<file path="src/rtl/run_sequencer.sv">
// Session sequencer for a small core: streams a program/data image into memory,
// releases the core until done or timeout, then streams a memory window back out.
module run_sequencer #(
  parameter logic [7:0] LOAD_BASE = 8'h00,
  parameter logic [7:0] DUMP_BASE = 8'h00,
  parameter int         DUMP_LEN  = 16,
  parameter int         TIMEOUT   = 4095
) (
  input  logic        clk,
  input  logic        reset,
  input  logic        start,
  input  logic [7:0]  load_len,
  input  logic        in_valid,
  input  logic [7:0]  in_data,
  output logic        in_ready,
  output logic        cpu_reset,
  input  logic        cpu_done,
  output logic        mem_wr_en,
  output logic [7:0]  mem_addr,
  output logic [7:0]  mem_wr_data,
  input  logic [7:0]  mem_rd_data,
  output logic        out_valid,
  output logic [7:0]  out_data,
  input  logic        out_ready,
  output logic        busy,
  output logic        timeout,
  output logic [15:0] cycles
);

  typedef enum logic [1:0] {
    S_IDLE,
    S_LOAD,
    S_RUN,
    S_DUMP
  } state_t;

  localparam logic [7:0]  DUMP_LAST   = 8'(DUMP_LEN - 1);
  localparam logic [15:0] TIMEOUT_VAL = 16'(TIMEOUT);

  state_t      state_reg, state_next;
  logic [7:0]  idx_reg, idx_next;
  logic [7:0]  load_len_reg, load_len_next;
  logic [15:0] cycles_reg, cycles_next;
  logic        timeout_reg, timeout_next;
  logic [15:0] cycles_inc;

  always_ff @(posedge clk) begin
    if (!reset) begin
      state_reg    <= S_IDLE;
      idx_reg      <= 8'd0;
      load_len_reg <= 8'd0;
      cycles_reg   <= 16'd0;
      timeout_reg  <= 1'b0;
    end else begin
      state_reg    <= state_next;
      idx_reg      <= idx_next;
      load_len_reg <= load_len_next;
      cycles_reg   <= cycles_next;
      timeout_reg  <= timeout_next;
    end
  end

  // Saturating count; the value after this RUN edge is what the timeout compares against.
  assign cycles_inc = (cycles_reg == 16'hFFFF) ? cycles_reg : cycles_reg + 16'd1;

  always_comb begin
    state_next    = state_reg;
    idx_next      = idx_reg;
    load_len_next = load_len_reg;
    cycles_next   = cycles_reg;
    timeout_next  = timeout_reg;
    busy          = 1'b0;
    in_ready      = 1'b0;
    cpu_reset     = 1'b1;
    mem_wr_en     = 1'b0;
    mem_addr      = 8'd0;
    mem_wr_data   = 8'd0;
    out_valid     = 1'b0;
    out_data      = 8'd0;

    case (state_reg)
      S_IDLE: begin
        if (start) begin
          load_len_next = load_len;
          idx_next      = 8'd0;
          cycles_next   = 16'd0;
          timeout_next  = 1'b0;
          state_next    = (load_len == 8'd0) ? S_RUN : S_LOAD;
        end
      end

      S_LOAD: begin
        busy        = 1'b1;
        in_ready    = 1'b1;
        mem_addr    = LOAD_BASE + idx_reg;
        mem_wr_data = in_data;
        if (in_valid) begin
          mem_wr_en = 1'b1;
          if (idx_reg == load_len_reg - 8'd1) begin
            idx_next   = 8'd0;
            state_next = S_RUN;
          end else begin
            idx_next = idx_reg + 8'd1;
          end
        end
      end

      S_RUN: begin
        busy        = 1'b1;
        cpu_reset   = 1'b0;
        cycles_next = cycles_inc;
        // Done takes priority over a timeout landing on the same edge.
        if (cpu_done) begin
          idx_next   = 8'd0;
          state_next = S_DUMP;
        end else if (cycles_inc == TIMEOUT_VAL) begin
          idx_next     = 8'd0;
          timeout_next = 1'b1;
          state_next   = S_DUMP;
        end
      end

      S_DUMP: begin
        busy      = 1'b1;
        mem_addr  = DUMP_BASE + idx_reg;
        out_valid = 1'b1;
        out_data  = mem_rd_data;
        if (out_ready) begin
          if (idx_reg == DUMP_LAST) begin
            idx_next   = 8'd0;
            state_next = S_IDLE;
          end else begin
            idx_next = idx_reg + 8'd1;
          end
        end
      end

      default: state_next = S_IDLE;
    endcase
  end

  assign timeout = timeout_reg;
  assign cycles  = cycles_reg;

endmodule
</file>
<file path="config.mk">
export PLATFORM = sky130hd
export DESIGN_NAME = run_sequencer
export DESIGN_NICKNAME = d
export VERILOG_FILES = /design/src/rtl/run_sequencer.sv
export SDC_FILE = /design/constraint.sdc
export NUM_CORES = 1
export LEC_CHECK = 0
export CELL_PAD_IN_SITES_DETAIL_PLACEMENT = 2
export CELL_PAD_IN_SITES_GLOBAL_PLACEMENT = 2
export CORE_MARGIN = 2
export CORE_UTILIZATION = 26
export DETAILED_ROUTE_END_ITERATION = 6
export PLACE_DENSITY = 0.77
export SETUP_SLACK_MARGIN = 0.2
export SLEW_MARGIN = 20
export SYNTH_ARGS = -nofsm -noshare
export SYNTH_HDL_FRONTEND = slang
export SYNTH_SLANG_ARGS = --single-unit
</file>
<file path="constraint.sdc">
create_clock -name clk -period 3.73 [get_ports clk]
set_input_delay 0.746 -clock clk [delete_from_list [all_inputs] [get_ports clk]]
set_output_delay 0.746 -clock clk [all_outputs]
set_load 0.01 [all_outputs]
</file>
======== Word-level counts from Yosys, hierarchy flattened ========
Cells that the tools add are included.
storage, ports and cells
  register bits ........................... 35
  bits of input ports ..................... 30
  output and inout port bits .............. 46
operators by class
  add/sub/neg operators ................... 3
  mux-type cells .......................... 33
  equality and inequality tests ........... 15
  reductions and logical operators ........ 10
operator list
  operator                                                count
  two-way mux 8 bit                                       10
  two-way mux 16 bit                                      2
  one-hot mux 16 bit (2 select lines)                     1
  one-hot mux 8 bit (4 select lines)                      1
  adder 16 x 1 -> 16 bit (second input constant)          1
  equality test 16 x 12 -> 1 bit (second input constant)  1
  equality test 16 bit (second input constant)            1
  two-way mux 2 bit                                       8
  inequality test 2 bit (second input constant)           7
  two-way mux 1 bit                                       9
  adder 8 x 1 -> 8 bit (second input constant)            1
  equality test 8 x 4 -> 1 bit (second input constant)    1
  equality test 8 bit                                     1
  logical NOT 8 bit                                       1
  one-hot mux 2 bit (4 select lines)                      1
  AND reduction 4 bit                                     2
  subtractor 8 x 1 -> 8 bit (second input constant)       1
  AND reduction 6 bit                                     1
  equality test 2 bit (second input constant)             2
  AND reduction 2 bit                                     2
  inequality test 3 bit (second input constant)           1
  OR reduction 3 bit                                      1
  equality test 2 x 1 -> 1 bit (second input constant)    1
  logical NOT 2 bit                                       1
  other kinds (3)                                         3

======== Depth between registers and ports, before layout ========
Gate-level depths: netlist (run 1).
  word-level depth ........................ 6
  depth in mapped cells ................... 11
  mapped depth without buffers ............ 10

======== Worst setup path before layout (run 1) ========
No wires, ideal clock.
  path kind ............................... reg-to-reg
  from .................................... register cycles_reg[1] (netlist: cycles[1])
  to ...................................... register idx_reg[7]
  slack ................................... 1.008 ns
  data arrival time ....................... 2.653 ns
  cell stages (with the launch flop) ...... 11
  library setup time ...................... 0.069 ns
  cells stage by stage .................... dfxtp_1 ha_1 buf_2 nand4_1 nor3_1 mux2_2 nor4_1 and4_4 o211ai_4 or4_1 o21ai_1
on the way
  longest elaborated chain between the ends .. 5
RTL lines
  item                                                                   line  RTL
  start: declaration                                                     43    logic [15:0] cycles_reg, cycles_next;
  start signal: assignment                                               58    cycles_reg <= cycles_next;
  adder 16 x 1 -> 16 bit / equality test 16 bit (equally long branches)  64    assign cycles_inc = (cycles_reg == 16'hFFFF) ? cycles_reg : cycles_reg + 16'd1;
  two-way mux 16 bit *                                                   64
  equality test 16 x 12 -> 1 bit *                                       116   end else if (cycles_inc == TIMEOUT_VAL) begin
  inequality test 3 bit (no source line) *                               n/a
  AND reduction 4 bit (no source line) *                                 n/a
  end signal: assignment                                                 56    idx_reg <= idx_next;
  end: declaration                                                       41    logic [7:0] idx_reg, idx_next;
Every way passes the cells marked *; elsewhere a longest branch is shown, timed or not.
A chain may end at the register's enable or synchronous reset.

======== Worst setup path after layout (run 1) ========
  from .................................... register cycles_reg[1] (netlist: cycles[1])
  to ...................................... register state_reg[0]
on the way
  longest elaborated chain between the ends .. 5
RTL lines
  item                                                                   line  RTL
  adder 16 x 1 -> 16 bit / equality test 16 bit (equally long branches)  64
  two-way mux 16 bit *                                                   64
  equality test 16 x 12 -> 1 bit *                                       116
  inequality test 3 bit (no source line) *                               n/a
  AND reduction 6 bit (no source line) *                                 n/a
  end signal: assignment                                                 55    state_reg <= state_next;
  end: declaration                                                       40    state_t state_reg, state_next;
Marked as above.

==> results of run 1 <==
==> per-layer routing <==
metal	vias up	track usage, %	share of wire, %	routed length [µm]
li1	1410	-	-	-
met2	67	35.2	51	5160
met1	1446	21.5	44	4460
met3	14	3.26	3.3	336
met4	0	5.02	1.6	159
met5	-	0	0	0
==> power breakdown <==
part	total, mW	internal, mW	leakage (nW)	switching, mW
logic	0.801	0.317	0.852	0.484
registers	0.445	0.404	0.284	0.0403
clock network	0.365	0.199	0.0581	0.166
total	1.61	0.921	1.19	0.690
==> Yosys cell counts, drive strengths merged, types with 3 or more instances <==
cell type  instances
nand2             45
dfxtp             35
a21oi             34
o21ai             33
and2              23
nor2              19
nor2b             13
inv               12
nand3             12
clkbuf            11
nor3              10
buf                8
ha                 8
nand4              8
or4                7
nand3b             6
and3               5
nand2b             5
nor4               5
xor2               5
a211oi             3
nand4b             3
o211ai             3
o21a               3
xnor2              3
==> final timing paths <==
path	startpoint	end	cells after the start	slack (ns)
worst min register to register	load_len_reg[7]	load_len_reg[7]	2	0.48
worst max-delay path	cycles[1]	state_reg[0]	9	0.65
worst min-delay path	load_len_reg[7]	load_len_reg[7]	2	0.48
worst max register to register	cycles[1]	state_reg[0]	9	0.65
==> cell usage in the layout (no fill, tap or decap), types with 6 or more instances in the layout <==
cell,n
clkdlybuf4s50_1,75
nand2_1,44
a21oi_1,34
dfxtp_1,34
o21ai_0,28
and2_1,23
nor2_1,18
nor2b_1,13
inv_1,12
nand3_1,10
nor3_1,10
nand4_1,8
ha_1,7
nand3b_1,6
==> stage by stage <==
step	setup WS, ns	std cells	util [%]
global placement	0.506	548	35.5
global route	0.362	556	36.8
finish	0.653	556	36.8
CTS	0.336	556	36.7
detailed placement	0.340	548	35.5
floorplan	1.01	355	-
==> logic make-up (layout without fill, tap and decap cells) <==
| kind of cell | after synthesis | in the layout |
|---|---|---|
| fa+ha+maj | 8 | 8 |
| xor+xnor | 8 | 8 |
| buf+inv | 31 | 99 |
| mux | 3 | 3 |
| compound gates | 100 | 100 |
| simple gates | 170 | 170 |
| flops | 35 | 35 |
==> tightest hold or removal path, delay by kind of cell, from the launching register on <==
family             cells  cell delay, ns
and+or+nand+nor        1            0.06
AOI/OAI and AO/OA      1            0.05
DFF                    1            0.33
==> cell type report <==
| cell class | count | area [µm²] |
|---|---|---|
| clock inverters | 3 | 43.8 |
| flip-flops and latches | 35 | 702 |
| clock buffers | 5 | 68.8 |
| inverters | 12 | 45.0 |
| well taps | 133 | 166 |
| multi-input cells | 289 | 1790 |
| repair buffers | 79 | 781 |
| fillers | 1166 | 6180 |
==> repair_timing <==
item,CTS,global route
endpoints found under the setup margin,0,10
buffers inserted,0,0
resized for setup,0,4
hold buffers,0,0
==> impl_metrics.ini, run 1 <==
[status]
status = complete, no violations

[timing]
slew_viol_final = 0
relSlewSlack_pct = 43.4
final_hold_viol_count = 0
tns_ns = 0
fmax_mhz = 325
timing.final.crit_share_pct = 82.5
grt_setup_unrepaired = no
finalSetupViolCount = 0
worst_pin_slew_ns = 0.849
holdWs_ns = 0.484
skew_ns = 0.00727
post-route-min-period_ns = 3.08

[drt]
wl_per_cell_um = 18.2
drtIter0Drc = 55
ant_nets = 0
drc = 0
vias = 2937
via_per_inst = 5.28
drtPass1Iterations = 4
routed_wl_mm = 10.1

[power]
p_total_mw = 1.61
peakVddDrop_mv = 0.121
leakage_nw = 1.19
cellPowerDensity_nw_per_um2 = 448

[synth]
synthXorXnorAreaFrac_pct = 2.69
yosysWarnings = 0
avgSynthCellArea_um2 = 7.34
synth_area_leaders = dfxtp_1 27%, a21oi_1 6.5%, nand2_1 6.3%
synth_edf_count = 0
ys_seq_area_share_pct = 26.9
yosys.area_share.simple_pct = 36.5
synth_fa_ha_area_share_pct = 3.84
postSynth.asyncResetShare_pct = 0
synthCells = 355
synth_cell_type_count = 61
yosys.area.top_type = dfxtp_1
synthMuxAreaShare_pct = 1.20
synth_area_um2 = 2610
synth-main-ff-cell = dfxtp_1
synth_nets = 393
synth_top_family_by_area = simple AND/OR/NAND/NOR gates
synth_seq_cells = 35
synth-compound-area-share_pct = 24.0
synth_top_area_share_pct = 26.9

[critical_path]
crit_buf_inv = 0
cp_cell_sequence = ha_2 > nand4_1 > nor3_1 > mux2_2 > nor4_1 > and4_4 > o21ai_2 > or3_1 > a21oi_1
cp-start-kind = flop
cp_top_family = simple AND/OR/NAND/NOR gates
crit_required_ns = 3.96
crit_type = flop to flop
cp.arrival_ns = 3.31
cp_slowest_stage_delay_ns = 0.47
cp_max_fo = 13
cp-end-kind = flop
crit_slowest_cell = dfxtp_1

[grt]
grt_pass1_wl_mm = 16.4
antenna_found_initial = 0
grt_pass1_vias = 3121
gr-total-overflow = 0
grt_util_all_layers_pct = 18.7
grt_start_max_net_pins = 24

[die]
fp-row-count = 36
die_h_um = 104
die-area_um2 = 10800
fp.coreArea_um2 = 9770
ioPinCount = 76
die_x_um = 104
initial_core_util_pct = 26.7

[worst_hold_path]
hp-class = flop to flop

[clock_tree]
cts_sinks = 35
cts_buffers = 5
cts-root-buf = clkbuf_8
clockBufferDepth = 2
clk-insertion-delay-late_ns = 0.30
tritoncts = built
clk_pin_slew_ns = 0.09
htreeDepth = 2

[placed_design]
io_buffer_count = 75
dp_hpwl_mm = 7.82
gp_congestion = 0.893
dpl_cell_area_um2 = 3470

[final_layout]
drive_gt1_share_pct = 6.62
largest_register_ffs = 16
final_area_um2 = 3590
areaGrowthSynthToFinish_pct = 37.9
final_net_count = 460
n_antenna_cell = 0

[flow_run]
drv_cap = 0
(Power assumes the default switching activity.)
==> run 2: changes to the inputs <==
--- a/config.mk
+++ b/config.mk
@@ -8,9 +8,9 @@
 export CELL_PAD_IN_SITES_DETAIL_PLACEMENT = 2
 export CELL_PAD_IN_SITES_GLOBAL_PLACEMENT = 2
 export CORE_MARGIN = 2
-export CORE_UTILIZATION = 26
+export CORE_UTILIZATION = 24
 export DETAILED_ROUTE_END_ITERATION = 6
-export PLACE_DENSITY = 0.77
+export PLACE_DENSITY = 0.75
 export SETUP_SLACK_MARGIN = 0.2
 export SLEW_MARGIN = 20
 export SYNTH_ARGS = -nofsm -noshare
==> constraint.sdc (replaced) <==
create_clock -name clk -period 2.8 [get_ports clk]
set_input_delay 0.56 -clock clk [delete_from_list [all_inputs] [get_ports clk]]
set_output_delay 0.56 -clock clk [all_outputs]
set_load 0.01 [all_outputs]
==> run 2 against run 1 <==
Net effect:
- clock skew up 0.0032 ns
- sequential share of layout area down 1.9 points
- critical path depth rose by 1
- sequential power up 33%
- core utilization is 2.7 points higher
- register-to-register slack lost 0.54 ns
- via count is 10% higher
- hold slack gained 0.014 ns
- non-clock buffer count increased by 53
- highest routed layer unchanged
==> impl_metrics.ini, run 2 (synthesis gave the netlist of run 1 again) <==
[critical_path]
crit_required_ns = 3.02
cp.arrival_ns = 2.91
cp_cell_sequence = buf_6 > nand4_1 > or4_4 > nor4bb_2 > o21a_1 > and4_4 > o21ai_2 > buf_6 > or3_1 > a21oi_1
cp-start-kind = flop
cpMostUsedCell = buf_6
crit_slowest_cell = or4_4
cp_max_fo = 8
crit_type = flop to flop
cp_slowest_stage_delay_ns = 0.46
cp-end-kind = flop

[final_layout]
drive_gt1_share_pct = 25.0
final_area_um2 = 4220
largest_register_ffs = 16
mostFrequentLayoutCells = 75 x clkdlybuf4s50_1, 53 x buf_4, 43 x nand2_1
final_net_count = 513
areaGrowthSynthToFinish_pct = 61.8
n_antenna_cell = 0
mostFrequentLayoutCell = clkdlybuf4s50_1

[clock_tree]
htreeDepth = 2
tritoncts = built
cts_sinks = 35
cts-root-buf = clkbuf_8
cts_buffers = 5
clk_pin_slew_ns = 0.08
ctsHoldBuffers = 0
clk-insertion-delay-late_ns = 0.30
clockBufferDepth = 2

[grt]
grt_util_all_layers_pct = 20.7
antenna_found_initial = 0
gr-total-overflow = 0
grt_pass1_wl_mm = 18.9
grt_start_max_net_pins = 23
grt_pass1_vias = 3410

[placed_design]
dp_hpwl_mm = 8.68
io_buffer_count = 75
gp_congestion = 0.928
dpl_cell_area_um2 = 3760

[timing]
fmax_mhz = 372
post-route-min-period_ns = 2.69
timing.final.crit_share_pct = 96.1
final_hold_viol_count = 0
finalSetupViolCount = 0
relSlewSlack_pct = 36.0
skew_ns = 0.0105
grt_setup_unrepaired = yes
worst_pin_slew_ns = 0.953
tns_ns = 0
slew_viol_final = 0

[power]
leakage_nw = 1.51
peakVddDrop_mv = 0.253
cellPowerDensity_nw_per_um2 = 571

[die]
fp-row-count = 38
die_x_um = 108
fp.coreArea_um2 = 10700
die_h_um = 108
initial_core_util_pct = 24.4
die-area_um2 = 11700
ioPinCount = 76

[flow_run]
drv_cap = 0

[worst_hold_path]
hp-class = flop to flop

[drt]
drc = 0
wl_per_cell_um = 20.0
routed_wl_mm = 12.3
via_per_inst = 5.26
drtPass1Iterations = 5
ant_nets = 0
vias = 3240
drtIter0Drc = 77

[status]
status = complete, no violations
run 2: changes by cell type in the layout (fill, tap and decap cells not counted), sizes merged:
cell	delta
buf	+53
bufinv	-1
clkbuf	+3
clkinv	-2
run 2: worst max-delay path: cells and delay by family (launching register included):
family | cells | cell delay (ns)
AOI/OAI and AO/OA | 3 | 0.41
buffers and inverters | 2 | 0.26
DFF | 1 | 0.38
and+or+nand+nor | 5 | 1.54
run 2: layout make-up:
type,count,area [µm²]
Tap cell,140,175
Multi-Input combinational cell,289,1960
Sequential cell,35,744
Inverter,12,45.0
Clock buffer,8,100
Fill cell,1230,6480
Timing Repair Buffer,132,1190
run 2: metal layers:
metal,up-vias,global-route usage (%),wire length [µm]
met5,-,0,0
met4,0,5.86,332
met3,28,3.86,640
met2,108,39.3,6350
met1,1582,23.5,5000
li1,1522,-,-
run 2: worst paths after layout:
path,end,from,cells after the start,slack (ns)
worst max register to register,state_reg[0],cycles[0],10,0.11
worst min-delay path,load_len_reg[7],load_len_reg[7],2,0.50
worst min register to register,load_len_reg[7],load_len_reg[7],2,0.50
worst max-delay path,state_reg[0],cycles[0],10,0.11
run 2: repair_timing:
item	in CTS	in global routing
resized for setup	35	32
setup endpoints to repair	16	18
cloned	0	0
setup buffers	12	6
pin swaps	9	9
run 2: stage by stage:
step	utilization (%)	std cells	hold WS (ns)	power [mW]	setup slack, ns
2_1_floorplan	-	355	0.449	1.27	0.192
6_report	39.4	616	0.498	2.41	0.109
3_3_place_gp	35.1	590	0.478	1.74	0.119
3_5_place_dp	35.1	590	0.490	1.79	0.0302
5_1_grt	39.4	616	0.520	2.58	0.0526
4_1_cts	37.9	610	0.502	2.29	0.175
run 2: power by group:
part / switching [mW] / total, mW / internal (mW) / leakage, nW
combinational: 0.762 / 1.39 / 0.627 / 1.16
clock: 0.204 / 0.429 / 0.225 / 0.0515
sequential: 0.0580 / 0.590 / 0.532 / 0.295
